==> src/rtl/dram_stream_reader.sv <==
// Streams a block of words from a 2-port distributed RAM as one
// AXI-Stream packet, with full backpressure at one word per cycle.
//
// Ports:
//   clk, reset       : clock, async active-high reset
//   start, stop      : command pulse (IDLE only) / abort (busy only)
//   base_addr, len_m1: first address and word count minus one
//   raddr, rdata     : RAM read address and combinational read data
//   o_tdata, o_tlast, o_tvalid, o_tready : AXI-Stream master
//   busy, done       : packet in flight / final word accepted pulse
//
// Optional feature macro: DRAM_STREAM_READER_LOOP_EN adds input `loop`;
// when captured high, the block repeats back-to-back until stop.

module dram_stream_reader #(
   parameter int DWIDTH = 32,
   parameter int AWIDTH = 9
) (
   input  logic              clk,
   input  logic              reset,
   input  logic              start,
   input  logic              stop,
`ifdef DRAM_STREAM_READER_LOOP_EN
   input  logic              loop,
`endif
   input  logic [AWIDTH-1:0] base_addr,
   input  logic [AWIDTH-1:0] len_m1,
   output logic [AWIDTH-1:0] raddr,
   input  logic [DWIDTH-1:0] rdata,
   output logic [DWIDTH-1:0] o_tdata,
   output logic              o_tlast,
   output logic              o_tvalid,
   input  logic              o_tready,
   output logic              busy,
   output logic              done
);

   typedef enum logic [1:0] {
      S_IDLE,
      S_RUN,
      S_LAST
   } state_t;

   state_t            r_state;
   logic [AWIDTH-1:0] r_raddr;
   logic [AWIDTH-1:0] r_count;
   logic [DWIDTH-1:0] r_tdata;
   logic              r_tlast;
   logic              r_tvalid;
   logic              r_busy;
   logic              r_done;
`ifdef DRAM_STREAM_READER_LOOP_EN
   logic [AWIDTH-1:0] r_base;
   logic [AWIDTH-1:0] r_len;
   logic              r_loop;
`endif

   // Output register can take a new word this cycle.
   logic w_adv;
   logic w_cnt_zero;

   assign w_adv      = !r_tvalid || o_tready;
   assign w_cnt_zero = (r_count == '0);

   always_ff @(posedge clk or posedge reset) begin
      if (reset) begin
         r_state  <= S_IDLE;
         r_raddr  <= '0;
         r_count  <= '0;
         r_tdata  <= '0;
         r_tlast  <= 1'b0;
         r_tvalid <= 1'b0;
         r_busy   <= 1'b0;
         r_done   <= 1'b0;
`ifdef DRAM_STREAM_READER_LOOP_EN
         r_base   <= '0;
         r_len    <= '0;
         r_loop   <= 1'b0;
`endif
      end else begin
         r_done <= 1'b0;
         unique case (r_state)
            S_IDLE: begin
               if (start) begin
                  r_raddr <= base_addr;
                  r_count <= len_m1;
                  r_busy  <= 1'b1;
                  r_state <= S_RUN;
`ifdef DRAM_STREAM_READER_LOOP_EN
                  r_base  <= base_addr;
                  r_len   <= len_m1;
                  r_loop  <= loop;
`endif
               end
            end
            S_RUN: begin
               if (stop) begin
                  // Either tag the held word or load one final word,
                  // so the packet always ends with tlast.
                  if (w_adv) begin
                     r_tdata  <= rdata;
                     r_tvalid <= 1'b1;
                  end
                  r_tlast <= 1'b1;
                  r_state <= S_LAST;
               end else if (w_adv) begin
                  r_tdata  <= rdata;
                  r_tvalid <= 1'b1;
                  r_tlast  <= w_cnt_zero;
                  if (w_cnt_zero) begin
`ifdef DRAM_STREAM_READER_LOOP_EN
                     if (r_loop) begin
                        r_raddr <= r_base;
                        r_count <= r_len;
                     end else begin
                        r_state <= S_LAST;
                     end
`else
                     r_state <= S_LAST;
`endif
                  end else begin
                     r_raddr <= r_raddr + 1'b1;
                     r_count <= r_count - 1'b1;
                  end
               end
            end
            S_LAST: begin
               if (r_tvalid && o_tready) begin
                  r_tvalid <= 1'b0;
                  r_tlast  <= 1'b0;
                  r_busy   <= 1'b0;
                  r_done   <= 1'b1;
                  r_state  <= S_IDLE;
               end
            end
            default: r_state <= S_IDLE;
         endcase
      end
   end

   assign raddr    = r_raddr;
   assign o_tdata  = r_tdata;
   assign o_tlast  = r_tlast;
   assign o_tvalid = r_tvalid;
   assign busy     = r_busy;
   assign done     = r_done;

endmodule

==> config.mk <==
export PLATFORM = sky130hd
export DESIGN_NAME = dram_stream_reader
export DESIGN_NICKNAME = d
export VERILOG_FILES = /design/src/rtl/dram_stream_reader.sv
export SDC_FILE = /design/constraint.sdc
export NUM_CORES = 1
export LEC_CHECK = 0
export CORE_MARGIN = 2
export CORE_UTILIZATION = 30
export CTS_CLUSTER_DIAMETER = 50
export DETAILED_ROUTE_END_ITERATION = 6
export PLACE_DENSITY = 0.63
export SYNTH_ARGS = -nofsm -noshare
export SYNTH_HDL_FRONTEND = slang
export SYNTH_SLANG_ARGS = --single-unit
export TNS_END_PERCENT = 10
==> constraint.sdc <==
create_clock -name clk -period 5.2 [get_ports clk]
set_input_delay 0.52 -clock clk [delete_from_list [all_inputs] [get_ports clk]]
set_output_delay 0.52 -clock clk [all_outputs]
set_load 0.02 [all_outputs]
==> results.toml <==
[flow_run]
maxCapViolCount = 0

[yosys]
yosys.cell_types.count = 49
synth_edf_count = 0
syn_inst = 225
async_flop_share_pct = 100
synth.net_count = 282
synth_seq_cells = 56
syn_area_um2 = 2610
ys.flop_type = "dfrtp_1"
yosysSeqAreaShare_pct = 53.7
synth_warnings = 0
syn_area_per_cell_um2 = 11.6

[min_path]
min_path_cells = 1
hold_class = "reg -> reg"

[place]
io_buffers = 99
dp_slack_ps = 2830
dpl.hpwl_um = 5000
gp_congestion = 0.794
dp_cells = 423
dpl_cell_area_um2 = 3690

[cts]
clock_path_buffers = 2
insertion_delay_ps = 320
post-cts-setup-buffers = 0
cts_hold_buf = 0
cts_inserted_buffers = 5
postCtsResizedCells = 0
root_buffer = "clkbuf_8"
ctsHtreeMaxLevel = 2
path_clk_slew_ps = 120
cts_tree = "yes"
cts_sinks = 56

[pwr]
power_leakage_nw = 1.50
ir_worst_vdd_v = 0.000262
p_comb_share_pct = 54.1
cell_internal_pwr_mw = 1.39
switching_power_mw = 0.990
p_per_area_nw_per_um2 = 629
switching_share_pct = 41.6
total_power_mw = 2.38
p_seq_share_pct = 34.9
pwr-share-clk_pct = 11.0

[routing]
dr.pass1.iters = 4
vias_per_cell = 5.10
drcViolationCount = 0
drt_iter0_markers = 103
routedWlPerCell_um = 16.4
wirelength_um = 7070
antenna_left = 0
dr_total_vias = 2199

[setup_path]
path_max_fanout = 33
critPathKind = "reg -> reg"
required_ps = 5410
crit_slowest_cell = "dfrtp_1"
path_cells = "nand2b_1 > nor2_2 > buf_4 > mux2_2"
critPathTopFamily = "simple AND/OR/NAND/NOR gates"
cp.depth = 4
cpPeakStageDelay_ps = 580
critPathLaunchType = "flop"
critPathArrivalTime_ps = 2520
worstRegToRegCells = 4
worstSetupEndpointType = "flop"
path_buf_inv = 1

[timing]
max_freq_ghz = 0.433
final_max_slew_viol_count = 0
setup_viol = 0
finalHoldViolations = 0
relSlewSlack_pct = 39.3
worst_pin_slew_ps = 911
rsz0062_at_grt = "no"
hold_slack_ps = 497
finalWorstSetupSlack_ps = 2890
finalCritPeriodShare_pct = 44.4
min_period_ps = 2310
fin_skew_ps = 9.39
setup-tns-final_ps = 0

[floorplanning]
io_pins = 100
fp.dieW_um = 97.3
core.rowCount = 34
initial_utilization_pct = 30.4
die-area_um2 = 9470
fp.dieH_um = 97.3
core_um2 = 8590

[final_layout]
final_cell_mix = "clkdlybuf4s50_1, dfrtp_1, mux2_2"
area_growth_pct = 45.0
stdcell_area_um2 = 3790
fin_util_pct = 44.1
layout_commonest_cell = "clkdlybuf4s50_1"
drive_gt1_share_pct = 17.6
finalNonFillerCells = 431
final_nets = 379
fillers = 828
n_antenna_cell = 0

[global_route]
antenna_found_initial = 0
grt_start_max_net_pins = 57
met2_usage_pct = 23.7
gr-total-overflow = 0
grt_pass1_wl_um = 11500
grt_busiest_layer = "met2"
use_met3_pct = 3.60
grtUsageTotal_pct = 14.9
use_met1_pct = 20.8
grt_pass1_vias = 2233

[outcome]
outcome = "finished, final reports clean"
## cells in the mapped netlist, types with 3 or more instances
library cell / number / area, um2
buf_4: 4 / 30.0
mux2_2: 32 / 360
o311ai_0: 5 / 43.8
buf_2: 5 / 25.0
inv_1: 5 / 18.8
nor3_1: 6 / 30.0
nor2_1: 10 / 37.5
nand3_1: 4 / 20.0
a31o_2: 3 / 26.3
o22ai_1: 4 / 25.0
nor4_1: 5 / 31.3
dfrtp_1: 56 / 1400
o21ai_0: 7 / 35.0
a21oi_1: 14 / 70.1
nand2_1: 16 / 60.1
a22oi_1: 4 / 30.0
and3_1: 3 / 18.8
or3_1: 3 / 18.8
a311oi_1: 3 / 26.3
## path summary, 6_finish.rpt
| path | startpoint | to | slack, ps |
|---|---|---|---|
| max | r_state[0] | o_tdata[23] | 2890 |
| min | o_tdata[3] | o_tdata[3] | 500 |
| min in group asynchronous | reset | o_tdata[13] | 710 |
| min reg2reg | o_tdata[3] | o_tdata[3] | 500 |
| max reg2reg | r_state[0] | o_tdata[23] | 2890 |
| max in group asynchronous | reset | raddr[1] | 4010 |
## final cells by class
cell class | instances | area, um2 | share of cell area, %
Clock inverter | 3 | 25.0 | 0.661
Inverter | 5 | 18.8 | 0.496
Clock buffer | 5 | 68.8 | 1.82
Multi-Input combinational cell | 152 | 1120 | 29.7
Tap cell | 108 | 135 | 3.57
Sequential cell | 56 | 1400 | 37.0
Timing Repair Buffer | 102 | 1010 | 26.8
## flip-flops by register name (all words and copies together) (netlist names)
name and cells:
o_tlast 1, raddr 9, busy 1, r_state 2
done 1, o_tdata 32, o_tvalid 1, r_count 9
## cells by family (layout without fill, tap and decap cells)
kind of cell / count (synthesis) / count (layout) / synth area share, %
compound gates: 54 / 54 / 14.8
buf+inv: 17 / 115 / 3.26
fa+ha+maj: 2 / 2 / 0.958
mux: 34 / 34 / 14.6
flops: 56 / 56 / 53.7
simple gates: 62 / 62 / 12.7
## power groups by stage
stage,Combinational [mW],Sequential (mW),Clock (mW)
finish,1.29,0.833,0.262
global route,1.38,0.869,0.290
detailed placement,1.30,0.840,0
global placement,1.29,0.830,0
floorplan,0.589,1.01,0
CTS,1.30,0.834,0.271
## per-layer routing
metal / up-vias / share of wire, %
met5: - / 0
met4: 0 / 0.69
met3: 2 / 5.0
met2: 64 / 49
met1: 1104 / 45
li1: 1029 / -
(Power assumes the default switching activity.)
